## config.mk

```make
export PLATFORM = sky130hd
export DESIGN_NAME = hamming_dec_arb
export DESIGN_NICKNAME = d
export VERILOG_FILES = /design/src/rtl/hamming_pkg.sv /design/src/rtl/hamming12_core.sv /design/src/rtl/hamming_dec_arb.sv
export SDC_FILE = /design/constraint.sdc
export NUM_CORES = 1
export LEC_CHECK = 0
export ABC_AREA = 1
export CORE_UTILIZATION = 40
export DETAILED_ROUTE_END_ITERATION = 12
export GPL_TIMING_DRIVEN = 0
export PLACE_DENSITY = 0.67
export SYNTH_ARGS = -nofsm -noshare
export SYNTH_HDL_FRONTEND = slang
export SYNTH_SLANG_ARGS = --single-unit
export TNS_END_PERCENT = 100
```

## constraint.sdc

```tcl
create_clock -name clk -period 1.9 [get_ports clk]
set_input_delay 0.57 -clock clk [delete_from_list [all_inputs] [get_ports clk]]
set_output_delay 0.57 -clock clk [all_outputs]
set_load 0.005 [all_outputs]
```

## src/rtl/hamming_pkg.sv

```systemverilog
// Shared types and constants for the Hamming(12,8) shared-decoder path.
package hamming_pkg;

    typedef enum logic [1:0] {IDLE, DEC, OUT} state_t;

    localparam int unsigned CODE_W = 12;
    localparam int unsigned DATA_W = 8;
    localparam int unsigned SYN_W  = 4;

    // Codeword positions that carry data, in output order out_data[1..8]
    localparam int unsigned DATA_POS [DATA_W] = '{3, 5, 6, 7, 9, 10, 11, 12};

    localparam logic [SYN_W-1:0] MAX_SYN = 4'd12;

endpackage

```

## src/rtl/hamming12_core.sv

```systemverilog
// Combinational Hamming(12,8) single-error-correcting decoder core.
module hamming12_core
    import hamming_pkg::*;
(
    input  logic [1:CODE_W]   code,
    output logic [1:DATA_W]   data,
    output logic [SYN_W-1:0]  syndrome,
    output logic              corrected,
    output logic              bad
);

    always_comb begin
        // XOR of the indices of all set positions equals {P8,P4,P2,P1}
        syndrome = '0;
        for (int unsigned n = 1; n <= CODE_W; n++) begin
            if (code[n]) syndrome = syndrome ^ SYN_W'(n);
        end

        bad       = (syndrome > MAX_SYN);
        corrected = (syndrome != '0) && !bad;

        data = '0;
        for (int unsigned k = 0; k < DATA_W; k++) begin
            data[k+1] = code[DATA_POS[k]]
                      ^ (corrected && (syndrome == SYN_W'(DATA_POS[k])));
        end
    end

endmodule

```

## src/rtl/hamming_dec_arb.sv

```systemverilog
// Two-requester round-robin front end sharing one hamming12_core.
// Optional corrected-error counter enabled by defining HAMDEC_ERRCNT_EN.
module hamming_dec_arb
    import hamming_pkg::*;
#(
    parameter int unsigned NREQ = 2
)
(
    input  logic              clk,
    input  logic              rst,
    input  logic [NREQ-1:0]   req_valid,
    input  logic [1:CODE_W]   req0_code,
    input  logic [1:CODE_W]   req1_code,
    output logic [NREQ-1:0]   req_ready,
    output logic              out_valid,
    input  logic              out_ready,
    output logic [1:DATA_W]   out_data,
    output logic              out_src,
    output logic [SYN_W-1:0]  out_syndrome,
    output logic              out_corrected,
    output logic              out_bad
`ifdef HAMDEC_ERRCNT_EN
    ,
    input  logic              err_clr,
    output logic [15:0]       err_count
`endif
);

    state_t           state;
    logic [1:CODE_W]  code_q;
    logic             src_q;
    logic             last_grant;
    logic             grant;
    logic             take;

    logic [1:DATA_W]  dec_data;
    logic [SYN_W-1:0] dec_syndrome;
    logic             dec_corrected;
    logic             dec_bad;

    hamming12_core u_core (
        .code      (code_q),
        .data      (dec_data),
        .syndrome  (dec_syndrome),
        .corrected (dec_corrected),
        .bad       (dec_bad)
    );

    always_comb begin
        case (req_valid)
            2'b01:   grant = 1'b0;
            2'b10:   grant = 1'b1;
            2'b11:   grant = ~last_grant;
            default: grant = 1'b0;
        endcase
        req_ready = '0;
        if (state == IDLE && req_valid != '0) req_ready[grant] = 1'b1;
    end

    assign take = |(req_valid & req_ready);

    always_ff @(posedge clk or posedge rst) begin
        if (rst) begin
            state         <= IDLE;
            code_q        <= '0;
            src_q         <= 1'b0;
            last_grant    <= 1'b1;
            out_valid     <= 1'b0;
            out_data      <= '0;
            out_src       <= 1'b0;
            out_syndrome  <= '0;
            out_corrected <= 1'b0;
            out_bad       <= 1'b0;
        end else begin
            case (state)
                IDLE: begin
                    if (take) begin
                        code_q     <= grant ? req1_code : req0_code;
                        src_q      <= grant;
                        last_grant <= grant;
                        state      <= DEC;
                    end
                end
                DEC: begin
                    out_data      <= dec_data;
                    out_syndrome  <= dec_syndrome;
                    out_corrected <= dec_corrected;
                    out_bad       <= dec_bad;
                    out_src       <= src_q;
                    out_valid     <= 1'b1;
                    state         <= OUT;
                end
                OUT: begin
                    if (out_ready) begin
                        out_valid <= 1'b0;
                        state     <= IDLE;
                    end
                end
                default: state <= IDLE;
            endcase
        end
    end

`ifdef HAMDEC_ERRCNT_EN
    always_ff @(posedge clk or posedge rst) begin
        if (rst) begin
            err_count <= '0;
        end else if (err_clr) begin
            err_count <= '0;
        end else if (state == OUT && out_valid && out_ready && out_corrected
                     && err_count != '1) begin
            err_count <= err_count + 16'd1;
        end
    end
`endif

endmodule

```

==> metrics.txt <==
register bit total from synthesis=32; Worst-path clk slew=~0.070 ns; filler instances=415; max-slew violations=0; CTS Buf Count=5; Fin Clk Skew=0.005925 ns; WL/cell=12.19 um; Final period util=1.001; Detail Route Antenna Nets=0; mapped cell area=1886 um2; final std cells w/o fill=369; Setup WS pre-CTS=-1.022 ns; nets@finish=345; Cells after Synth=255; fin crit period=1.901 ns; CTS tree=done; Worst EP required=1.33 ns; failing checks=design-rule violations, negative setup slack; Mapped Avg Cell Area=about 7.4 um2; final setup vio count=1; leakage=roughly 1.3 nW; # clock sinks=32; total gr overflow=0; Ys Warns=0; footprint of the multi-input gates=1013 um2; layout cells sized above 1=0.2082; largest net degree at the start of global routing=33; port buffer count=46; Critical Path Source=last_grant; Post-Synth Simple-Gate Area=0.4287; Startpoint Class=flip-flop; 1st-iter DRT viols=~130; Chip Height=about 70 um; number of global-route vias before repair=1801; cell depth of the worst hold path=2; register area share after synthesis=0.4253; most common cell after layout, fill and taps aside=nand2_1; Syn Nets=284; first-pass GRT wire length=between 8 and 9 mm; Remaining DRCs=5; worst slew pin tran=between 0.6 and 0.7 ns; PwrDens=2022 nW/um2; reg2reg path depth=7; Synth Area in Compound Gates=0.07697; final hold viol count=0; number of max-cap violations=0; Post-Synth Adder-Cell Area=0; Critical R2R Capture=code_q[6]; outcome=finished with violations; via count=1812; most frequent cells in the layout=109 x nand2_1, 42 x clkdlybuf4s50_1, 31 x dfrtp_1, 30 x nand3_1, 14 x nand2_2; hold_sp=out_data[3]; Final Util=0.5943; r2r startpoint=state[0]; die area=4992 um2; crit-path most repeated cell=buf_6; Max stage delay on crit path=between 0.5 and 0.6 ns; hpwl dp=3.247 mm; Max transition margin=0.5744; global placement routability congestion=0.7963; die width=between 70 and 80 um; cts hold-fix bufs=0; # diodes=0; via/cell ratio=4.911; Worst EP arrival=1.33 ns; placed cells=353; drt total wl=4.497 mm; worst skew pair latency=0.29 ns; Hold EP=out_data[3]; R2R Setup Slk=0.23 ns; initial cell density of the core=0.4243; setup TNS=-0.001049 ns; WS Path Type=flip-flop to primary output; first-pass detailed-route iteration total=8; Setup WS post-layout=-0.001049 ns; Cell variety after synth=25; total core area=4444 um2; RSZ-0062 raised after global routing=true; Storage cell area=802.0 um2; CP max-delay cell=dfstp_2; clk root buf=clkbuf_8; clock buffer depth=2; crit path cell chain=nand2_2, buf_6, a21oi_4, buf_6; Total GRT Usage=0.2114; Max rail drop VDD=~720 uV; post-synthesis mux area share=0; largest family of logic cells by synthesized area=simple AND/OR/NAND/NOR gates; max frequency=526.0 MHz; CP Capture Type=primary output; Hold WC Path Type=flip-flop to flip-flop; Row Count=24; xor/xnor cell area share of the yosys netlist=0.009290; Ports=47; area delta synth->final=40.08%; peak fanout along the critical path=3; initial antenna violation count=0; H-tree levels=2
[area by class of cell]
type / count / area share
multi-input combinational: 195 / 0.3837
sequential: 32 / 0.3036
timing repair buffer: 56 / 0.2141
clock buffer: 6 / 0.03126
inverter: 21 / 0.02984
tap: 52 / 0.02463
buffer: 5 / 0.009000
clock inverter: 2 / 0.003790
[logic make-up after synthesis]
family          count (synthesis)
simple gates                  170
flops                          32
buf+inv                        28
compound gates                 23
xor+xnor                        2
[critical path, delay by kind of cell, from the launching register on]
| kind | cells | cell delay (ns) |
|---|---|---|
| simple gates | 1 | 0.07 |
| flops | 1 | 0.55 |
| compound gates | 1 | 0.18 |
| buf+inv | 2 | 0.24 |
[worst max-delay path by stage]
stage	end	slack, ns	cells past startpoint
after detailed placement	req_ready[0]	-1.02	5
after global placement	req_ready[0]	-1.00	5
after floorplan	req_ready[0]	0.22	3
after global routing	req_ready[0]	-0.06	5
final	req_ready[0]	-0.001	4
after CTS	req_ready[0]	-0.08	6
[through the flow]
stage	total power, mW	cell area [um2]	hold WS, ns
after floorplan	3.670	1886	0.4483
after global placement	4.510	2411	0.4589
after detailed placement	4.586	2411	0.4658
after CTS	5.350	2631	0.4830
after global routing	5.880	2641	0.5058
final	5.339	2641	0.4779
[where the power goes]
part           leakage, nW  switching [mW]  internal [mW]
sequential           0.393           0.263           1.03
combinational        0.819            2.08           1.43
clock               0.0510           0.254          0.289
[metal layers]
metal	vias to the layer above	track usage	wire (um)
met5	-	0	0
met4	0	0.09778	102
met3	9	0.05413	171
met2	47	0.3409	2113
met1	818	0.2682	2110
li1	938	-	-
[Yosys cell counts (all sizes together)]
cell / count / area, um2
a21oi: 1 / 5.000
buf: 4 / 22.52
clkbuf: 3 / 11.26
dfrtp: 31 / 775.7
dfstp: 1 / 26.28
inv: 21 / 78.83
nand2: 126 / 534.3
nand3: 33 / 180.2
nand3b: 1 / 20.02
nor2: 10 / 73.82
o211ai: 11 / 82.58
o21a: 1 / 7.510
o21ai: 10 / 50.05
xnor2: 1 / 8.760
xor2: 1 / 8.760
[state kept, by name, summed over array words and instances (netlist names)]
signal	count
out_syndrome	4
out_corrected	1
last_grant	1
out_bad	1
src_q	1
code_q	12
state	2
out_src	1
out_data	8
out_valid	1
[repair_timing]
action / CTS / global route
gates resized for setup: 29 / 4
setup endpoints to repair: 2 / 2
buffers inserted: 9 / 0
pin swaps: 4 / 4
No activity file was read; power rests on OpenSTA's default activity.
==> variant 1: new RTL, same flow settings <==
Set the package constant `SYN_W` to 5 (it was 4).
--- a/src/rtl/hamming_pkg.sv
+++ b/src/rtl/hamming_pkg.sv
@@ -5,7 +5,7 @@
 
     localparam int unsigned CODE_W = 12;
     localparam int unsigned DATA_W = 8;
-    localparam int unsigned SYN_W  = 4;
+    localparam int unsigned SYN_W  = 5;
 
     // Codeword positions that carry data, in output order out_data[1..8]
     localparam int unsigned DATA_POS [DATA_W] = '{3, 5, 6, 7, 9, 10, 11, 12};
Interface: changed (resized out_syndrome); port bits go from 47 to 48. The function was not compared with the original's and may differ.
==> variant 1 against the original RTL <==
The flow still finishes with violations (design-rule violations, negative setup slack). Routed wire length increased by 5.7%. Maximum frequency shrank 0.47%. Power increased by 1.4%. Synthesized area grew 0.33%. Setup slack worse by 0.0090 ns. Final area rose by 1.8%. Sequential power about the same. Sequential cell count stayed put. Critical endpoint is now req_ready[1].
==> variant 1: results (changes against the original RTL) <==
setup_path:
  worstReg2RegEnd: "src_q$_DFFE_PP0P_"  # was code_q[6]$_DFFE_PP0P_
  ff2ff_path_depth: 11  # was 7
  max_stage_delay_ns: 0.41  # was 0.55 ns
  rrSetupSlack_ns: 0.12  # was 0.23 ns
  timing.rr.start: "state[1]$_DFFE_PP0P_"  # was state[0]$_DFFE_PP0P_
  crit_start: "state[0]$_DFFE_PP0P_"  # was last_grant$_DFFE_PP1P_
  cp_slowest_cell: "dfrtp_1"  # was dfstp_2
  crit_end: "req_ready[1]"  # was req_ready[0]
status:
  failed_checks: "design-rule violations, negative setup slack"  # unchanged
  outcome: "finished with violations"  # unchanged
logic_synthesis:
  synth_common_cells: "nand2_1, nand3_1, dfrtp_1, inv_1, o211ai_1"  # was nand2_1, dfrtp_1, nand3_1, nand2_2
  ys_types: 26  # was 25
  ys_seq_area_frac: 0.4239  # was 0.4253
  synthTopCellsByArea: "dfrtp_1, nand2_1, nand3_1"  # unchanged
  synthesis.nets: 287  # was 284
  muxShareOfSynthArea: 0  # unchanged
  synth_fa_ha_area_frac: 0  # unchanged
  synthXorXnorAreaFrac: 0.009259  # was 0.009290
  syn_inst: 258  # was 255
  synth_compound_area_frac: 0.07407  # was 0.07697
grt:
  use_met1: 0.2648  # was 0.2682
  grtUsageTotal: 0.2133  # was 0.2114
  grt_pass1_vias: 1805  # was 1801
  grtUsageMet2: 0.3686  # was 0.3409
  grt_use_met3: 0.06268  # was 0.05413
  grt_pass1_wl_microns: 8217  # was 8100 microns
min_path:
  worstHoldStart: "last_grant$_DFFE_PP1P_"  # was out_data[3]$_DFFE_PP0P_
  hold_end: "last_grant$_DFFE_PP1P_"  # was out_data[3]$_DFFE_PP0P_
timing:
  relSlewSlack: 0.2032  # was 0.5744
  setup_viol: 1  # unchanged
  hold_slack_ns: 0.4736  # was 0.4779 ns
  setup_slack_ns: -0.01004  # was -0.001049 ns
  tns_ns: -0.01004  # was -0.001049 ns
  finClkSkew_ns: 0.007987  # was 0.005925 ns
final_layout:
  drive_gt1_frac: 0.2152  # was 0.2082
  final_cells: 382  # was 369
  layout.nets: 358  # was 345
place:
  dpl.hpwl_microns: 3341  # was 3247 microns
  io_buffers: 46  # unchanged
  finalWeightedCongestion: 0.7814  # was 0.7963
  pre_cts_ws_ns: -1.082  # was -1.022 ns
detailed_routing:
  drt-met1-wl_microns: 2133  # was 2110 microns
  wl_met2_microns: 2329  # was 2113 microns
  wl_per_cell_microns: 12.44  # was 12.19 microns
  wl_met3_microns: 237  # was 171 microns
  drt_iter0_drc: 80  # was 126
  drcViolationCount: 4  # was 5
  vias: 1895  # was 1812
cts:
  cts-resized-gates: 33  # was 29
  postCtsSetupRepairBufs: 17  # was 9
power_and_ir_drop:
  peakVddDrop_mv: 0.7820  # was 0.7234 mV
  cellLeakagePower_nw: 1.319  # was 1.262 nW
==> variant 1: cell types whose count changed in the layout (fill, tap and decap cells not counted), moves of 2 or more <==
cell and change:
o21ai_1 -2, nand2_2 -3, buf_4 +14, inv_1 +3, inv_2 -2, nand3_1 +4
nand3_2 -2, buf_2 +2, o21ai_0 +2, nand2_4 +3, buf_6 -3
==> variant 1: report_power, final <==
| part | leakage [nW] | total [mW] | internal, mW | switching, mW |
|---|---|---|---|---|
| clock network | 0.0552 | 0.639 | 0.389 | 0.250 |
| registers | 0.393 | 1.29 | 1.02 | 0.263 |
| logic | 0.871 | 3.49 | 1.48 | 2.01 |
| total | 1.32 | 5.41 | 2.89 | 2.52 |
==> variant 1: area by class of cell <==
cell class	instances	area, sq um
plain buffers	5	33.78
clock buffers	6	72.57
fillers	426	1754
clock inverters	2	35.03
inverters	21	78.83
flip-flops and latches	32	802.0
multi-input cells	197	994.7
well taps	52	65.06
repair buffers	67	608.1
==> variant 2: new RTL, same settings <==
Without the edit above. Encoding of `state_t`: now one-hot (3 bits for 3 states).
--- a/src/rtl/hamming_pkg.sv
+++ b/src/rtl/hamming_pkg.sv
@@ -1,7 +1,7 @@
 // Shared types and constants for the Hamming(12,8) shared-decoder path.
 package hamming_pkg;
 
-    typedef enum logic [1:0] {IDLE, DEC, OUT} state_t;
+    typedef enum logic [2:0] {IDLE = 3'b001, DEC = 3'b010, OUT = 3'b100} state_t;
 
     localparam int unsigned CODE_W = 12;
     localparam int unsigned DATA_W = 8;
Behaviour: same outputs for any inputs over 10 cycles, from zero or initial values and one cycle with rst high; not proved beyond that.
==> variant 2 against the original RTL <==
The flow finishes with violations (negative setup slack). Routed wire length rose by 5.8%. Power rose by 7.1%. Combinational power rose by 5%. Utilization fell by 1.6 points. Final area rose by 4.1%. Synthesized area rose by 6.0%. Sequential cell count rose by 1. Synthesized cell count rose by 7.8%. Setup slack got worse by 0.13 ns. Critical path type unchanged. Critical endpoint unchanged. Largest power group unchanged. Highest routed layer unchanged.
==> variant 2: results (changes against the original RTL) <==
place:
  place_inst: 388  # was 353
  pre_cts_ws_ns: -0.8533  # was -1.022 ns
  dpl.hpwl_microns: 3545  # was 3247 microns
  placed_area_sq_um: 2544  # was 2411 sq um
  finalWeightedCongestion: 0.8850  # was 0.7963
detailed_routing:
  drt-pass1-iter-count: 4  # was 8
  vias: 1898  # was 1812
  drt_iter0_drc: 110  # was 126
timing:
  tns_ns: -0.1806  # was -0.001049 ns
  setup_slack_ns: -0.1299  # was -0.001049 ns
  setup_viol: 2  # was 1
  relSlewSlack: 0.6966  # was 0.5744
final_layout:
  final_cells: 402  # was 369
  drive_gt1_frac: 0.1761  # was 0.2082
  layout.nets: 363  # was 345
grt:
  grtUsageMet2: 0.3146  # was 0.3409
  grt_use_met3: 0.04696  # was 0.05413
  grt_pass1_wl_microns: 7948  # was 8100 microns
  grtUsageTotal: 0.1967  # was 0.2114
  use_met1: 0.2670  # was 0.2682
logic_synthesis:
  ys_types: 27  # was 25
  synthTopCellsByArea: "dfrtp_1, nand2_1, nand3_1"  # unchanged
  synthesis.nets: 304  # was 284
  syn_inst: 275  # was 255
  ys_seq_area_frac: 0.4143  # was 0.4253
status:
  outcome: "finished with violations"  # unchanged
  failed_checks: "negative setup slack"  # was design-rule violations, negative setup slack
min_path:
  worstHoldStart: "last_grant$_DFFE_PP1P_"  # was out_data[3]$_DFFE_PP0P_
setup_path:
  timing.rr.start: "state[0]$_DFFE_PP1P_"  # was state[0]$_DFFE_PP0P_
==> variant 2: path summary, 6_finish.rpt <==
path / slack (ns) / end / cells after the start
worst max-delay path: -0.13 / req_ready[0] / 6
worst min-delay path: 0.47 / last_grant$_DFFE_PP1P_ / 2
worst max register to register: 0.16 / code_q[9]$_DFFE_PP0P_ / 9
worst min register to register: 0.47 / last_grant$_DFFE_PP1P_ / 2
max in group asynchronous: 0.96 / out_data[7]$_DFFE_PP0P_ / 3
min in group asynchronous: 0.52 / code_q[12]$_DFFE_PP0P_ / 2
==> variant 2: per-stage QoR <==
step / hold slack, ns / power [mW]
after floorplan: 0.4483 / 3.931
after global placement: 0.4594 / 4.827
after detailed placement: 0.4591 / 4.885
after CTS: 0.4703 / 5.692
after global routing: 0.4863 / 6.239
final: 0.4683 / 5.716
==> variant 2: logic make-up after synthesis <==
group / Yosys count / share of synthesized area
buf+inv: 32 / 0.07009
xor+xnor: 1 / 0.004381
compound gates: 38 / 0.1045
simple gates: 171 / 0.4068
flops: 33 / 0.4143
==> variant 2: power by group <==
group | total, mW | leakage (nW) | switching, mW | internal, mW
Clock | 0.685 | 0.0585 | 0.257 | 0.427
Combinational | 3.69 | 0.871 | 2.23 | 1.46
Sequential | 1.35 | 0.402 | 0.289 | 1.06
==> variant 2: final cells by class <==
cell class | count | area share
Multi-Input combinational cell | 210 | 0.3840
Sequential cell | 33 | 0.3012
Timing Repair Buffer | 53 | 0.1906
Inverter | 25 | 0.03503
Clock buffer | 7 | 0.03139
Tap cell | 67 | 0.03048
Buffer | 6 | 0.01638
Clock inverter | 1 | 0.01092
==> variant 2: tightest hold or removal path: stages (launching register included) <==
cell     delay (ns)
dfstp_2        0.37
nand2_1        0.05
nand2_1        0.04
==> variant 2: timing repair <==
item | 4_1_cts | 5_1_grt
setup endpoints to repair | 2 | 9
setup buffers | 5 | 1
pin swaps | 3 | 2
gates resized for setup | 19 | 3
==> variant 2: routing by layer <==
metal  vias to the layer above  routed length, microns
met5                         -                       0
met4                         0                      49
met3                         5                     201
met2                        48                    2219
met1                       840                    2288
li1                       1005                       -
